<file path="src/rtl/seg_display_scheduler_pkg.sv">
// Shared definitions for the seven-segment display scheduler.
//   page_e      : encodings of the six displayable 16-bit pages
//   mode_e      : page-selection mode state (manual / auto-rotate)
//   BLANK_SEG   : all segments off (active low)
//   ANODES_OFF  : all digits off (active low)
//   page_word() : maps a page number to its 16-bit slice of the core values
package seg_pkg;

  typedef enum logic [2:0] {
    PAGE_INST_LO = 3'd0,
    PAGE_INST_HI = 3'd1,
    PAGE_ALU_LO  = 3'd2,
    PAGE_ALU_HI  = 3'd3,
    PAGE_PC_LO   = 3'd4,
    PAGE_PC_HI   = 3'd5
  } page_e;

  typedef enum logic {
    MODE_MANUAL = 1'b0,
    MODE_AUTO   = 1'b1
  } mode_e;

  localparam int         NUM_PAGES  = 6;
  localparam logic [6:0] BLANK_SEG  = 7'h7F;
  localparam logic [3:0] ANODES_OFF = 4'hF;

  function automatic logic [15:0] page_word(input logic [2:0]  page,
                                            input logic [31:0] inst,
                                            input logic [31:0] alu,
                                            input logic [31:0] pc);
    logic [15:0] word;
    case (page)
      PAGE_INST_LO: word = inst[15:0];
      PAGE_INST_HI: word = inst[31:16];
      PAGE_ALU_LO:  word = alu[15:0];
      PAGE_ALU_HI:  word = alu[31:16];
      PAGE_PC_LO:   word = pc[15:0];
      PAGE_PC_HI:   word = pc[31:16];
      default:      word = 16'h0000;  // pages 6/7 are never committed
    endcase
    return word;
  endfunction

endpackage

</file>
<file path="src/rtl/seg_display_scheduler_if.sv">
// Signal bundle between the core-side observer and the display scheduler.
//   master : drives inst/alu_in/pc_in/auto_mode/page_sel/freeze, observes display outputs
//   slave  : the scheduler; consumes the inputs, drives cur_page/frame_tick/enable/LED_out/mode_dbg
// Handshake: there is no valid/ready pair. All inputs are level signals that the
// scheduler samples only on the frame-boundary cycle; all outputs are registered levels,
// except frame_tick, which is a one-cycle registered pulse.
interface seg_display_scheduler_if;
  import seg_pkg::*;

  logic [31:0] inst;
  logic [31:0] alu_in;
  logic [31:0] pc_in;
  logic        auto_mode;
  logic [2:0]  page_sel;
  logic        freeze;
  logic [2:0]  cur_page;
  logic        frame_tick;
  logic [3:0]  enable;
  logic [6:0]  LED_out;
  mode_e       mode_dbg;

  modport master (
    output inst, alu_in, pc_in, auto_mode, page_sel, freeze,
    input  cur_page, frame_tick, enable, LED_out, mode_dbg
  );

  modport slave (
    input  inst, alu_in, pc_in, auto_mode, page_sel, freeze,
    output cur_page, frame_tick, enable, LED_out, mode_dbg
  );
endinterface

</file>
<file path="src/rtl/seg_display_scheduler_hex_to_seg7.sv">
// Combinational hex nibble to seven-segment decoder.
//   i_nibble : 4-bit hex value
//   o_seg    : segments {a,b,c,d,e,f,g}, active low
module hex_to_seg7 (
  input  logic [3:0] i_nibble,
  output logic [6:0] o_seg
);
  always_comb begin
    o_seg = 7'b1111111;
    case (i_nibble)
      4'h0: o_seg = 7'b0000001;
      4'h1: o_seg = 7'b1001111;
      4'h2: o_seg = 7'b0010010;
      4'h3: o_seg = 7'b0000110;
      4'h4: o_seg = 7'b1001100;
      4'h5: o_seg = 7'b0100100;
      4'h6: o_seg = 7'b0100000;
      4'h7: o_seg = 7'b0001111;
      4'h8: o_seg = 7'b0000000;
      4'h9: o_seg = 7'b0000100;
      4'hA: o_seg = 7'b0001000;
      4'hB: o_seg = 7'b1100000;
      4'hC: o_seg = 7'b0110001;
      4'hD: o_seg = 7'b1000010;
      4'hE: o_seg = 7'b0110000;
      4'hF: o_seg = 7'b0111000;
      default: o_seg = 7'b1111111;
    endcase
  end
endmodule

</file>
<file path="src/rtl/seg_display_scheduler.sv">
// Time-shares the 4-digit seven-segment display between instruction, ALU result
// and PC pages. A page and its 16-bit snapshot are committed only at frame
// boundaries, so digits never change mid-frame. Each digit slot ends with a
// blanking gap to suppress ghosting.
//   Clk, Rst_n : clock, asynchronous active-low reset
//   bus        : seg_display_scheduler_if.slave (inputs, display outputs, mode_dbg)
module seg_display_scheduler
  import seg_pkg::*;
#(
  parameter int SCAN_DIV     = 400000,
  parameter int BLANK_CYC    = 2000,
  parameter int DWELL_FRAMES = 256
) (
  input  logic                    Clk,
  input  logic                    Rst_n,
  seg_display_scheduler_if.slave  bus
);
  localparam int SW = (SCAN_DIV > 1) ? $clog2(SCAN_DIV) : 1;
  localparam int DW = $clog2(DWELL_FRAMES + 1);
  localparam logic [SW-1:0] SLOT_LAST   = SW'(SCAN_DIV - 1);
  localparam logic [SW-1:0] BLANK_START = SW'(SCAN_DIV - BLANK_CYC);
  localparam logic [DW-1:0] DWELL_LAST  = DW'(DWELL_FRAMES - 1);

  logic [SW-1:0] r_slot, w_slot_next;
  logic [1:0]    r_digit, w_digit_next;
  logic [DW-1:0] r_dwell, w_dwell_next, w_dwell_cur;
  logic [2:0]    r_page, w_page_next;
  logic [15:0]   r_snap, w_snap_next;
  mode_e         r_mode, w_mode_next;
  logic [3:0]    r_enable;
  logic [6:0]    r_led;
  logic          r_tick;

  logic          w_wrap, w_frame_end, w_blank, w_tick_next;
  logic [3:0]    w_nibble;
  logic [6:0]    w_seg;

  hex_to_seg7 u_dec (
    .i_nibble (w_nibble),
    .o_seg    (w_seg)
  );

  // Output registers are loaded from the *next* counter/snapshot values so that
  // enable/LED_out/frame_tick line up with the slot counter they describe.
  always_comb begin
    w_wrap       = (r_slot == SLOT_LAST);
    w_frame_end  = w_wrap && (r_digit == 2'd3);
    w_slot_next  = w_wrap ? '0 : r_slot + 1'b1;
    w_digit_next = w_wrap ? r_digit + 2'd1 : r_digit;
    w_mode_next  = bus.auto_mode ? MODE_AUTO : MODE_MANUAL;
    // Entering auto from manual starts the dwell from zero on the current page.
    w_dwell_cur  = (r_mode == MODE_AUTO) ? r_dwell : '0;
    w_dwell_next = (w_mode_next == MODE_AUTO) ? w_dwell_cur : '0;
    w_page_next  = r_page;
    w_snap_next  = r_snap;

    if (w_frame_end && !bus.freeze) begin
      if (w_mode_next == MODE_AUTO) begin
        if (w_dwell_cur == DWELL_LAST) begin
          w_dwell_next = '0;
          w_page_next  = (r_page == PAGE_PC_HI) ? 3'(PAGE_INST_LO) : r_page + 3'd1;
        end else begin
          w_dwell_next = w_dwell_cur + 1'b1;
        end
      end else if (bus.page_sel <= PAGE_PC_HI) begin
        w_page_next = bus.page_sel;
      end
      w_snap_next = page_word(w_page_next, bus.inst, bus.alu_in, bus.pc_in);
    end

    w_nibble    = w_snap_next[{w_digit_next, 2'b00} +: 4];
    w_blank     = (w_slot_next >= BLANK_START);
    w_tick_next = (w_slot_next == SLOT_LAST) && (w_digit_next == 2'd3);
  end

  always_ff @(posedge Clk or negedge Rst_n) begin
    if (!Rst_n) begin
      r_slot   <= '0;
      r_digit  <= 2'd0;
      r_dwell  <= '0;
      r_page   <= PAGE_INST_LO;
      r_snap   <= 16'h0000;
      r_mode   <= MODE_MANUAL;
      r_enable <= ANODES_OFF;
      r_led    <= BLANK_SEG;
      r_tick   <= 1'b0;
    end else begin
      r_slot   <= w_slot_next;
      r_digit  <= w_digit_next;
      r_dwell  <= w_dwell_next;
      r_page   <= w_page_next;
      r_snap   <= w_snap_next;
      r_mode   <= w_mode_next;
      r_enable <= w_blank ? ANODES_OFF : ~(4'b0001 << w_digit_next);
      r_led    <= w_blank ? BLANK_SEG : w_seg;
      r_tick   <= w_tick_next;
    end
  end

  assign bus.cur_page   = r_page;
  assign bus.frame_tick = r_tick;
  assign bus.enable     = r_enable;
  assign bus.LED_out    = r_led;
  assign bus.mode_dbg   = r_mode;
endmodule

</file>
<file path="src/flat_wrapper.sv">
// flat-port wrapper written by rule: the top's interface ports become plain ports
module seg_display_scheduler_flat import seg_pkg::*;
#(
  parameter int SCAN_DIV     = 400000,
  parameter int BLANK_CYC    = 2000,
  parameter int DWELL_FRAMES = 256
)
  (Clk, Rst_n, bus_inst, bus_alu_in, bus_pc_in, bus_auto_mode, bus_page_sel, bus_freeze, bus_cur_page, bus_frame_tick, bus_enable, bus_LED_out, bus_mode_dbg);
  seg_display_scheduler_if bus_i ();
  input  logic Clk;
  input  logic Rst_n;
  input wire logic [$bits(bus_i.inst)-1:0] bus_inst;
  input wire logic [$bits(bus_i.alu_in)-1:0] bus_alu_in;
  input wire logic [$bits(bus_i.pc_in)-1:0] bus_pc_in;
  input wire logic [$bits(bus_i.auto_mode)-1:0] bus_auto_mode;
  input wire logic [$bits(bus_i.page_sel)-1:0] bus_page_sel;
  input wire logic [$bits(bus_i.freeze)-1:0] bus_freeze;
  output wire logic [$bits(bus_i.cur_page)-1:0] bus_cur_page;
  output wire logic [$bits(bus_i.frame_tick)-1:0] bus_frame_tick;
  output wire logic [$bits(bus_i.enable)-1:0] bus_enable;
  output wire logic [$bits(bus_i.LED_out)-1:0] bus_LED_out;
  output wire logic [$bits(bus_i.mode_dbg)-1:0] bus_mode_dbg;
  assign bus_i.inst = bus_inst;
  assign bus_i.alu_in = bus_alu_in;
  assign bus_i.pc_in = bus_pc_in;
  assign bus_i.auto_mode = bus_auto_mode;
  assign bus_i.page_sel = bus_page_sel;
  assign bus_i.freeze = bus_freeze;
  assign bus_cur_page = bus_i.cur_page;
  assign bus_frame_tick = bus_i.frame_tick;
  assign bus_enable = bus_i.enable;
  assign bus_LED_out = bus_i.LED_out;
  assign bus_mode_dbg = bus_i.mode_dbg;
  seg_display_scheduler #(.SCAN_DIV(SCAN_DIV), .BLANK_CYC(BLANK_CYC), .DWELL_FRAMES(DWELL_FRAMES)) u_core (.Clk(Clk), .Rst_n(Rst_n), .bus(bus_i));
endmodule
</file>
<file path="config.mk">
export PLATFORM = sky130hd
export DESIGN_NAME = seg_display_scheduler_flat
export DESIGN_NICKNAME = d
export VERILOG_FILES = /design/src/rtl/seg_display_scheduler_pkg.sv /design/src/rtl/seg_display_scheduler_if.sv /design/src/rtl/seg_display_scheduler_hex_to_seg7.sv /design/src/rtl/seg_display_scheduler.sv /design/src/flat_wrapper.sv
export SDC_FILE = /design/constraint.sdc
export NUM_CORES = 1
export LEC_CHECK = 0
export CORE_ASPECT_RATIO = 0.6
export CORE_MARGIN = 2
export CORE_UTILIZATION = 29
export CTS_CLUSTER_SIZE = 20
export DETAILED_ROUTE_END_ITERATION = 12
export DONT_BUFFER_PORTS = 1
export SETUP_SLACK_MARGIN = 0.2
export SLEW_MARGIN = 15
export SYNTH_ARGS = -nofsm -noshare
export SYNTH_HDL_FRONTEND = slang
export SYNTH_HIERARCHICAL = 1
export SYNTH_SLANG_ARGS = --single-unit
</file>
<file path="constraint.sdc">
create_clock -name Clk -period 5.7 [get_ports Clk]
set_input_delay 0.57 -clock Clk [delete_from_list [all_inputs] [get_ports Clk]]
set_output_delay 0.57 -clock Clk [all_outputs]
set_load 0.05 [all_outputs]
</file>
==> metrics.md, run 1 <==
| Metric | Value |
|---|---|
| Ports | `119` |
| FF-to-FF End | `u_core/bus.LED_out[3]` |
| Comb pwr share | `0.114` |
| Clock Latency Late Sink | `0.34 ns` |
| PortBufs | `0` |
| CTS max path bufs | `2` |
| Synthesized area | `just over 5000 sq um` |
| Switching power | `around 0.00027 W` |
| First-pass GRT wire length | `around 26000 um` |
| Core ar. | `between 15000 and 20000 sq um` |
| Clock group share of total power | `0.471` |
| Critical Path RT | `5.95 ns` |
| Critical Path Start | `u_core/bus.mode_dbg` |
| Final wirelength | `17100 um` |
| Worst Setup EP | `u_core/bus.LED_out[3]` |
| Worst-Margin Slew | `around 1.0 ns` |
| Max-slew violation count | `0` |
| Antenna violations before repair | `1` |
| Main combinational cell family by area after synthesis | `compound AO/OA/AOI/OAI gates` |
| Post-synth EDFFs | `0` |
| Cells after Synth | `586` |
| Synth warn | `6` |
| Post-Synth Simple-Gate Area | `0.199` |
| Largest net degree at the start of global routing | `52` |
| Pre-antenna DRT Iters | `5` |
| Post-Syn Nets | `roughly 700` |
| # DRC | `0` |
| Post-synthesis mux area share | `0.138` |
| HPWL Detailed | `between 10000 and 15000 um` |
| Die Ht | `107 um` |
| Max-slew headroom at the worst pin | `0.307` |
| Share of cells above drive strength 1 | `0.129` |
| Leakage power | `between 2 and 2.5 nW` |
| Cts bufs inserted | `9` |
| Antenna Nets Post-Route | `0` |
| DR WL/cell | `21.1 um` |
| Critical path class | `reg2reg` |
| Unrepaired setup endpoints after global routing | `no` |
| Mean post-synth cell area | `between 8 and 9 sq um` |
| Critical path arrival | `between 5 and 6 ns` |
| Initial core utilization | `0.296` |
| R2r setup slk | `0.77 ns` |
| Clk slew on worst S/H paths | `0.06 ns` |
| Final period util | `0.864` |
| RD Place Congestion | `roughly 0.83` |
| Root Buffer | `clkbuf_16` |
| CTS tree | `yes` |
| Pint | `0.000793 W` |
| Clock skew | `0.0100 ns` |
| Design Power | `around 0.0011 W` |
| Cell variety after synth | `72` |
| Nets | `between 600 and 700` |
| GRT overflow | `0` |
| DRT iter0 DRCs | `about 530` |
| CP endpoint kind | `register` |
| Final setup TNS | `0 ns` |
| Post-synth top flop | `dfrtp_1` |
| Worst vdd ir | `approximately 0.14 mV` |
| Adder-cell share of the synthesized area | `0.0246` |
| Total number of vias | `between 4000 and 5000` |
| Achievable Freq | `~200 MHz` |
| H-tree depth | `3` |
| Flops & latches, synth | `62` |
| Vias in the first global route | `4346` |
| XOR/XNOR share of the synthesized area | `0.0393` |
| Max cap viols | `0` |
| Most frequent cells in the layout | `mux2i_1, dfrtp_1, nand2_1` |
| Sw Ratio | `0.254` |
| Outcome | `finished, final reports clean` |
| Synth Area in Compound Gates | `0.240` |
| Final Hold Vio Count | `0` |
| Post-layout util | `0.327` |
| R2R Path Start | `u_core/bus.mode_dbg` |
| R2R depth | `15` |
| Asr flop ratio synth | `1.00` |
| CP Max Fanout | `19` |
| Die area | `18700 sq um` |
| Seq pwr share | `0.415` |
| DIE WIDTH | `between 150 and 200 um` |
| Final min period | `~5 ns` |
| Num rows | `37` |
| Clk sink count | `between 60 and 70` |
| DR vias/cell | `between 5 and 6` |
| Area growth syn-to-layout | `10.4%` |
| Hold/Removal Path Class | `in2async` |
| Total GRT Usage | `0.183` |
| Sequential share of the synthesized area | `0.307` |
| CTS resizes | `0` |
| CP Launch Type | `register` |
| PwrDens | `~190 nW/um^2` |
| Final setup viols | `0` |
[registers in the layout, summed over array words and instances (netlist names)]
name and flops:
u_core/bus.LED_out 7, u_core/r_digit 2, u_core/bus.cur_page 3, u_core/bus.mode_dbg 1
u_core/r_dwell 9, u_core/r_slot 19, u_core/r_snap 16, u_core/bus.enable 4
u_core/bus.frame_tick 1
[synth_stat cells, types with 5 or more instances]
master	count	area, sq um
a211o_1	8	70.1
a21oi_1	35	175
a221oi_1	11	96.3
a222oi_1	10	100
a22oi_1	10	75.1
a31oi_1	8	50.1
and2_1	9	56.3
and3_1	9	56.3
buf_2	12	60.1
clkbuf_1	26	97.6
dfrtp_1	51	1280
dfstp_2	11	289
ha_1	10	125
inv_1	13	48.8
mux2_2	15	169
mux2i_1	50	500
nand2_1	49	184
nand2b_1	12	75.1
nand3_1	12	60.1
nand4_1	15	93.8
nor2_1	39	146
nor3_1	13	65.1
nor4_1	14	87.6
o21a_1	5	37.5
o21ai_0	23	115
o21ai_1	7	35.0
o22ai_1	10	62.6
xnor2_1	13	114
xor2_1	8	70.1
[through the flow]
step                      setup slack, ns  hold WS (ns)  std cells  area (sq um)
after floorplan                     0.938         0.274        586          5090
after global placement              0.975         0.279        791          5320
after detailed placement            0.848         0.279        791          5320
after CTS                           0.828        0.0686        808          5620
after global routing                0.520        0.0687        808          5620
final                               0.774        0.0827        809          5620
[how the worst min path moves through the flow]
stage / from / slack, ns / endpoint
after floorplan: Rst_n / 0.27 / u_core/bus.cur_page[0]
after global placement: Rst_n / 0.28 / u_core/r_slot[18]
after detailed placement: Rst_n / 0.28 / u_core/r_slot[18]
after CTS: Rst_n / 0.07 / u_core/bus.LED_out[0]
after global routing: Rst_n / 0.07 / u_core/bus.enable[0]
final: Rst_n / 0.08 / u_core/bus.LED_out[1]
[critical path, cell delays in order (launching register included)]
cell       delay (ns)
dfrtp_1          0.36
and2_1           0.20
ha_1             0.27
nand4_1          0.15
buf_4            0.22
or3_1            0.49
a311o_1          0.65
and3_1           0.26
a311o_1          0.35
a31oi_1          0.24
a2bb2oi_1        0.49
inv_1            0.20
ha_1             0.33
inv_1            0.05
mux4_2           0.43
nand2b_1         0.15
[timing repair]
action                                 CTS  global route
endpoints found under the hold margin   51             0
hold buffers                             1             0
buffers inserted                         0             0
[area by class of cell]
cell class	instances	area [sq um]
Antenna cell	1	2.50
Sequential cell	62	1570
Inverter	14	52.6
Fill cell	1765	11600
Clock inverter	4	22.5
Tap cell	234	293
Multi-Input combinational cell	465	3290
Timing Repair Buffer	17	148
Clock buffer	12	246
[power by group through the flow]
stage	logic (W)	registers [W]	clock network (W)
final	0.000121	0.000442	0.000501
after global placement	0.000108	0.000449	0
after global routing	0.000130	0.000441	0.000531
after floorplan	0.0000822	0.000451	0
after CTS	0.000119	0.000441	0.000514
after detailed placement	0.000108	0.000449	0
[logic make-up after synthesis]
kind of cell,after synthesis
XOR/XNOR,22
buffers and inverters,59
AO/OA/AOI/OAI,171
flip-flops,62
AND/OR/NAND/NOR,195
adder cells (fa/ha/maj),10
multiplexers,67
[layer usage]
layer | GRT usage | routed length, um | up-vias | share of wire
met5 | 0 | 0 | - | 0
met4 | 0.0476 | 284 | 0 | 0.017
met3 | 0.0734 | 1920 | 21 | 0.11
li1 | - | - | 2204 | -
met2 | 0.238 | 6470 | 206 | 0.38
met1 | 0.273 | 8430 | 2293 | 0.49
(Power assumes the default switching activity.)
==> inputs of run 2 (changes only) <==
Clock period 5.7 ns to 4.9 ns, I/O delays scaled along.
==> run 2 against run 1 <==
Utilization rose by 0.66 points; non-clock buffer count increased by 11; sequential power grew 16%; critical path type unchanged.
==> metrics.md, run 2 (synthesis gave the netlist of run 1 again) <==
| Metric | Value |
|---|---|
| Outcome | `finished, final reports clean (unchanged)` |
| Antenna Nets Post-Route | `0 (unchanged)` |
| HPWL Detailed | `13300 um (was 13000 um)` |
| DRT iter0 DRCs | `462 (was 527)` |
| Final min period | `4.47 ns (was 4.93 ns)` |
| Share of cells above drive strength 1 | `0.147 (was 0.129)` |
| Clock Latency Late Sink | `0.34 ns (about the same)` |
| CP endpoint kind | `register (unchanged)` |
| Most flops, register | `u_core/r_slot (unchanged)` |
| Highest metal used | `met4 (unchanged)` |
| Critical path arrival | `4.72 ns (was 5.18 ns)` |
| Die Ht | `107 um (unchanged)` |
| Largest net degree at the start of global routing | `52 (unchanged)` |
| Max reg flops | `19 (unchanged)` |
| CTS tree | `yes (unchanged)` |
| CP Max Fanout | `8 (was 19)` |
| Final setup TNS | `0 ns (unchanged)` |
| Top Registers | `u_core/r_slot (19), u_core/r_snap (16), u_core/r_dwell (9) (unchanged)` |
| DR WL met3 | `2190 um (was 1920 um)` |
| Total number of vias | `4813 (was 4724)` |
| Final period util | `0.911 (was 0.864)` |
| CP max stage delay | `0.57 ns (was 0.65 ns)` |
| Nets | `693 (was 682)` |
| Pint | `0.000941 W (was 0.000793 W)` |
| PwrDens | `219 nW/um^2 (was 189 nW/um^2)` |
| Top Family by Delay on Critical Path | `simple AND/OR/NAND/NOR gates (was compound AO/OA/AOI/OAI gates)` |
| Worst vdd ir | `0.137 mV (was 0.141 mV)` |
| RD Place Congestion | `0.881 (was 0.834)` |
| Core ar. | `17200 sq um (unchanged)` |
| Area growth syn-to-layout | `12.6% (was 10.4%)` |
| Cts bufs inserted | `9 (unchanged)` |
| Sw Ratio | `0.249 (was 0.254)` |
| Final setup viols | `0 (unchanged)` |
| Root Buffer | `clkbuf_16 (unchanged)` |
| Most frequent cells in the layout | `mux2i_1, nand2_1, dfrtp_1 (was mux2i_1, dfrtp_1, nand2_1)` |
| Leakage power | `2.23 nW (was 2.16 nW)` |
| CP Launch Type | `register (unchanged)` |
| Final wirelength | `17300 um (was 17100 um)` |
| GRT overflow | `0 (unchanged)` |
| Critical path buffers and inverters | `3 (unchanged)` |
| Max-slew headroom at the worst pin | `0.396 (was 0.307)` |
| Ports | `119 (unchanged)` |
| Final Hold Vio Count | `0 (unchanged)` |
| CTS max path bufs | `2 (unchanged)` |
| Antenna violations before repair | `2 (was 1)` |
| PortBufs | `0 (unchanged)` |
| Met1 Routed Length | `8350 um (was 8430 um)` |
| Clk sink count | `62 (unchanged)` |
| Critical Path RT | `5.15 ns (was 5.95 ns)` |
| First-pass GRT wire length | `26700 um (was 26200 um)` |
| Achievable Freq | `224 MHz (was 203 MHz)` |
| Clk slew on worst S/H paths | `0.05 ns (was 0.06 ns)` |
| DIE WIDTH | `175 um (unchanged)` |
| # DRC | `0 (unchanged)` |
| Post-CTS setup buffer count | `0 (unchanged)` |
| Design Power | `0.00125 W (was 0.00106 W)` |
| Worst-path cell chain | `and2_1, ha_1, nand4_1, or3_1, a311o_1, and3_1, a311o_1, a31oi_1, a2bb2oi_1, buf_4, inv_1, ha_1, inv_1, mux4_2, nand2b_1 (was and2_1, ha_1, nand4_1, buf_4, or3_1, a311o_1, and3_1, a311o_1, a31oi_1, a2bb2oi_1, inv_1, ha_1, inv_1, mux4_2, nand2b_1)` |
| Most common cell after layout, fill and taps aside | `mux2i_1` |
| Comb pwr share | `0.118 (was 0.114)` |
| Max cap viols | `0 (unchanged)` |
| DR WL/cell | `21.1 um (about the same)` |
| Hold/Removal Path Class | `in2async (unchanged)` |
| Vias in the first global route | `4537 (was 4346)` |
| Clock group share of total power | `0.472 (was 0.471)` |
| Max-slew violation count | `0 (unchanged)` |
| Clock skew | `0.00773 ns (was 0.0100 ns)` |
| Slowest cell on crit path | `or3_1 (was a311o_1)` |
| Seq pwr share | `0.410 (was 0.415)` |
| Unrepaired setup endpoints after global routing | `no (unchanged)` |
| Critical path class | `reg2reg (unchanged)` |
| Switching power | `0.000312 W (was 0.000270 W)` |
| Die area | `18700 sq um (unchanged)` |
| H-tree depth | `3 (unchanged)` |
| DR vias/cell | `5.86 (was 5.84)` |
| Initial core utilization | `0.296 (unchanged)` |
| Num rows | `37 (unchanged)` |
| Pre-antenna DRT Iters | `7 (was 5)` |
| Worst-Margin Slew | `0.905 ns (was 1.01 ns)` |
| Total GRT Usage | `0.188 (was 0.183)` |
| Met2 routed WL | `6560 um (was 6470 um)` |
## run 2: changes by cell type in the layout (fill, tap and decap cells not counted), sizes merged
cell and delta:
diode +1, clkinvlp -1, clkbuf +2, buf +10, clkinv -1, dlygate4sd3 +1
## run 2: per-stage QoR
stage                     cells   util  cell area (sq um)  setup WS [ns]  hold WS, ns
final                       821  0.334               5730          0.434       0.0108
after global routing        819  0.334               5730          0.223       0.0229
after CTS                   819  0.332               5710          0.535       0.0198
after detailed placement    801  0.314               5400          0.566        0.200
after global placement      801  0.314               5400          0.601        0.200
after floorplan             586      -               5090          0.295        0.194
## run 2: power by group through the flow
stage | clock [W] | sequential, W | combinational, W
after floorplan | 0 | 0.000524 | 0.0000956
after global placement | 0 | 0.000522 | 0.000129
after detailed placement | 0 | 0.000522 | 0.000130
after CTS | 0.000604 | 0.000514 | 0.000144
after global routing | 0.000625 | 0.000513 | 0.000159
final | 0.000591 | 0.000514 | 0.000148
## run 2: path summary, 6_finish.rpt
check | startpoint | endpoint | slack, ns | cells past startpoint
max reg2reg | u_core/bus.mode_dbg | u_core/bus.LED_out[3] | 0.43 | 15
max | u_core/bus.mode_dbg | u_core/bus.LED_out[3] | 0.43 | 15
max in group asynchronous | Rst_n | u_core/bus.LED_out[5] | 3.93 | 1
min reg2reg | u_core/r_snap[6] | u_core/r_snap[6] | 0.51 | 2
min | Rst_n | u_core/r_slot[13] | 0.01 | 1
min in group Clk | bus_auto_mode | u_core/bus.mode_dbg | 0.20 | 0
## run 2: layer usage
metal,up-vias,track usage
met3,16,0.0755
met5,-,0
met1,2337,0.284
met2,234,0.242
met4,0,0.0458
li1,2226,-
## run 2: area by class of cell
class,count,area (sq um)
inverter,14,52.6
clock buffer,14,264
tap,234,293
multi-input combinational,465,3310
timing repair buffer,28,233
sequential,62,1570
clock inverter,2,10.0
antenna,2,5.00
fill,1759,11400
## run 2: timing repair
item	CTS	global route
setup endpoints to repair	0	2
hold buffers	2	0
endpoints found under the hold margin	51	0
gates resized for setup	0	3
==> inputs of run 3 (changes only) <==
Settings changed: SYNTH_HIERARCHICAL 1 to unset.
==> run 3 against run 2 <==
Wire length is 6.2% higher; first-iteration DRC count grew 3.0%; synthesized area decreased by 1.9%; largest cell class unchanged; critical path type unchanged; via count up 3.6%; critical endpoint is now u_core.bus.LED_out[3]; sequential share of layout area is 0.79 points higher; utilization fell by 0.61 points; total power down 2.6%; final cell count shrank 1.1%; synthesized cell count decreased by 1.7%; hold slack improved by 0.014 ns.
==> metrics.md, run 3 <==
| Metric | Value |
|---|---|
| RD Place Congestion | `0.926 (was 0.881)` |
| Largest net degree at the start of global routing | `52 (unchanged)` |
| Post-synth EDFFs | `0 (unchanged)` |
| H-tree depth | `3 (unchanged)` |
| Unrepaired setup endpoints after global routing | `no (unchanged)` |
| Clk sink count | `62 (unchanged)` |
| Sequential share of the synthesized area | `0.314 (was 0.307)` |
| Outcome | `finished, final reports clean (unchanged)` |
| Cts bufs inserted | `9 (unchanged)` |
| DR WL/cell | `22.6 um (was 21.1 um)` |
| Multi-input gate area | `3220 sq um (was 3310 sq um)` |
| Share of cells above drive strength 1 | `0.136 (was 0.147)` |
| Pre-antenna DRT Iters | `8 (was 7)` |
| Initial core utilization | `0.294 (was 0.296)` |
| Num rows | `37 (unchanged)` |
| Clock skew | `0.0104 ns (was 0.00773 ns)` |
| Clock group share of total power | `0.481 (was 0.472)` |
| Hold/Removal Path Class | `in2async (unchanged)` |
| Final min period | `4.41 ns (was 4.47 ns)` |
| Total GRT Usage | `0.200 (was 0.188)` |
| Max reg flops | `19 (unchanged)` |
| Asr flop ratio synth | `1.00 (unchanged)` |
| CP Launch Type | `register (unchanged)` |
| Synthesized area | `4990 sq um (was 5090 sq um)` |
| CTS tree | `yes (unchanged)` |
| Critical path class | `reg2reg (unchanged)` |
| Pint | `0.000913 W (was 0.000941 W)` |
| Synth top area share | `0.256 (was 0.251)` |
| PortBufs | `0 (unchanged)` |
| CTS max path bufs | `2 (unchanged)` |
| HPWL Detailed | `14000 um (was 13300 um)` |
| Post-Place Cell Area | `5250 sq um (was 5400 sq um)` |
| Die area | `18300 sq um (was 18700 sq um)` |
| Clock Latency Late Sink | `0.33 ns (was 0.34 ns)` |
| Final period util | `0.899 (was 0.911)` |
| Ports | `119 (unchanged)` |
| Most common cell after layout, fill and taps aside | `dfrtp_1 (was mux2i_1)` |
| Most frequent cells in the layout | `dfrtp_1, nand2_1, nor2_1 (was mux2i_1, nand2_1, dfrtp_1)` |
| Seq pwr share | `0.421 (was 0.410)` |
| Max cap viols | `0 (unchanged)` |
| Mean post-synth cell area | `8.67 sq um (was 8.69 sq um)` |
| R2R depth | `15 (unchanged)` |
| Worst vdd ir | `0.159 mV (was 0.137 mV)` |
| Final wirelength | `18400 um (was 17300 um)` |
| Fill cells | `1757 (was 1759)` |
| DRT iter0 DRCs | `476 (was 462)` |
| Clk slew on worst S/H paths | `0.06 ns (was 0.05 ns)` |
| Most flops, register | `u_core.r_slot (was u_core/r_slot)` |
| Comb pwr share | `0.098 (was 0.118)` |
| Post-synth top flop | `dfrtp_1 (unchanged)` |
| Critical Path RT | `5.15 ns (about the same)` |
| DIE WIDTH | `173 um (was 175 um)` |
| Most frequent cell after synthesis | `dfrtp_1 (unchanged)` |
| Vias in the first global route | `4637 (was 4537)` |
| Post-route cell area | `5570 sq um (was 5730 sq um)` |
| CP Max Fanout | `10 (was 8)` |
| PwrDens | `219 nW/um^2 (about the same)` |
| Synth warn | `0 (was 6)` |
| Total number of vias | `4987 (was 4813)` |
| Post-CTS setup buffer count | `0 (unchanged)` |
| Synth area leaders | `dfrtp_1, dfstp_2, mux2i_1 (was dfrtp_1, mux2i_1, dfstp_2)` |
| Final setup viols | `0 (unchanged)` |
| Switching power | `0.000308 W (was 0.000312 W)` |
| Achievable Freq | `227 MHz (was 224 MHz)` |
| Max-slew violation count | `0 (unchanged)` |
| CP endpoint kind | `register (unchanged)` |
| GRT overflow | `0 (unchanged)` |
| DR vias/cell | `6.14 (was 5.86)` |
| FF-to-FF End | `u_core.bus.LED_out[3] (was u_core/bus.LED_out[3])` |
| Design Power | `0.00122 W (was 0.00125 W)` |
| Top Registers | `u_core.r_slot (19), u_core.r_snap (16), u_core.r_dwell (9) (was u_core/r_slot (19), u_core/r_snap (16), u_core/r_dwell (9))` |
| Sw Ratio | `0.252 (was 0.249)` |
| Critical path arrival | `4.66 ns (was 4.72 ns)` |
| Leakage power | `2.11 nW (was 2.23 nW)` |
| Cells after Synth | `576 (was 586)` |
| Nets | `681 (was 693)` |
| Seq. cell area | `1570 sq um (about the same)` |
| Hold slack | `0.0244 ns (was 0.0108 ns)` |
| First-pass GRT wire length | `28000 um (was 26700 um)` |
| Flops & latches, synth | `62 (unchanged)` |
| R2R Path Start | `u_core.bus.mode_dbg (was u_core/bus.mode_dbg)` |
| Area growth syn-to-layout | `11.6% (was 12.6%)` |
| Post-Syn Nets | `688 (was 699)` |
| Die Ht | `106 um (was 107 um)` |
| R2r setup slk | `0.49 ns (was 0.43 ns)` |
| # DRC | `0 (unchanged)` |
| Core ar. | `17000 sq um (was 17200 sq um)` |
| Cell taking the most area after synthesis | `dfrtp_1 (unchanged)` |
| Worst-Margin Slew | `1.07 ns (was 0.905 ns)` |
| Max-slew headroom at the worst pin | `0.288 (was 0.396)` |
| Final setup TNS | `0 ns (unchanged)` |
| Antenna violations before repair | `4 (was 2)` |
| Most common library cells after synthesis | `dfrtp_1, nand2_1, nor2_1, nand3_1, o21ai_0 (was dfrtp_1, mux2i_1, nand2_1, nor2_1, a21oi_1)` |
| Final Hold Vio Count | `0 (unchanged)` |
| Root Buffer | `clkbuf_16 (unchanged)` |
| Cell variety after synth | `79 (was 72)` |
| Antenna Nets Post-Route | `0 (unchanged)` |
-- run 3: changes by cell type after synthesis, moves of 6 or more --
| cell | previous run | this run |
|---|---|---|
| xor2_1 | 8 | 14 |
| a222oi_1 | 10 | 4 |
| a21oi_1 | 35 | 26 |
| a221oi_1 | 11 | 17 |
| o21ai_0 | 23 | 36 |
| clkbuf_1 | 26 | 20 |
| mux2i_1 | 50 | 24 |
| nand4_1 | 15 | 7 |
| nand3_1 | 12 | 38 |
| nand2b_1 | 12 | 1 |
-- run 3: repair_timing --
action,CTS,global route
endpoints found under the hold margin,51,0
gates resized for setup,0,2
setup endpoints to repair,0,6
hold buffers,2,0
-- run 3: stage by stage --
stage	std cells	util	setup WS [ns]
after floorplan	576	-	0.625
after global placement	790	0.309	0.703
after detailed placement	790	0.309	0.492
after CTS	808	0.327	0.451
after global routing	810	0.327	0.208
final	812	0.328	0.493
-- run 3: logic make-up (layout without fill, tap and decap cells) --
family,after synthesis,in the layout,synth area share
XOR/XNOR,24,24,0.0421
multiplexers,37,37,0.0789
other,0,4,0
adder cells (fa/ha/maj),9,9,0.0226
flip-flops,62,62,0.314
buffers and inverters,49,47,0.0454
AO/OA/AOI/OAI,184,184,0.276
AND/OR/NAND/NOR,211,211,0.222
-- run 3: worst max-delay path by stage --
stage / cells after the start / startpoint / slack (ns) / end
6_report: 15 / u_core.bus.mode_dbg / 0.49 / u_core.bus.LED_out[3]
3_3_place_gp: 15 / u_core.bus.cur_page[0] / 0.70 / u_core.bus.LED_out[5]
4_1_cts: 17 / u_core.bus.mode_dbg / 0.45 / u_core.bus.LED_out[6]
5_1_grt: 15 / u_core.bus.mode_dbg / 0.21 / u_core.bus.LED_out[3]
3_5_place_dp: 17 / u_core.bus.mode_dbg / 0.49 / u_core.bus.LED_out[6]
2_1_floorplan: 16 / u_core.bus.mode_dbg / 0.62 / u_core.bus.LED_out[3]
-- run 3: critical path: stages, from the launching register on --
cell and delay [ns]:
dfrtp_1 0.51, and2_1 0.26, ha_1 0.25, nand4_2 0.31, nor4_4 0.40, nor3_1 0.12
nand2_1 0.39, mux2_2 0.40, a2111oi_2 0.42, o31ai_1 0.14, o21a_1 0.25, inv_1 0.16
ha_1 0.27, a211oi_1 0.20, a211oi_1 0.07, o21ai_0 0.17
-- run 3: area by class of cell --
class,instances,share of cell area
Clock inverter,4,0.00404
Timing Repair Buffer,18,0.0283
Multi-Input combinational cell,465,0.579
Tap cell,234,0.0526
Clock buffer,12,0.0443
Inverter,13,0.00876
Antenna cell,4,0.00180
Sequential cell,62,0.281
-- run 3: power groups by stage --
stage | clock network, W | logic, W | registers [W]
floorplan | 0 | 0.0000800 | 0.000524
global placement | 0 | 0.0000988 | 0.000523
detailed placement | 0 | 0.000102 | 0.000523
CTS | 0.000597 | 0.000117 | 0.000514
global route | 0.000618 | 0.000131 | 0.000514
finish | 0.000587 | 0.000120 | 0.000514
-- run 3: per-layer routing --
| layer | track usage | share of wire |
|---|---|---|
| met1 | 0.279 | 0.44 |
| met2 | 0.286 | 0.42 |
| met3 | 0.0754 | 0.12 |
| met4 | 0.0587 | 0.021 |
| met5 | 0 | 0 |
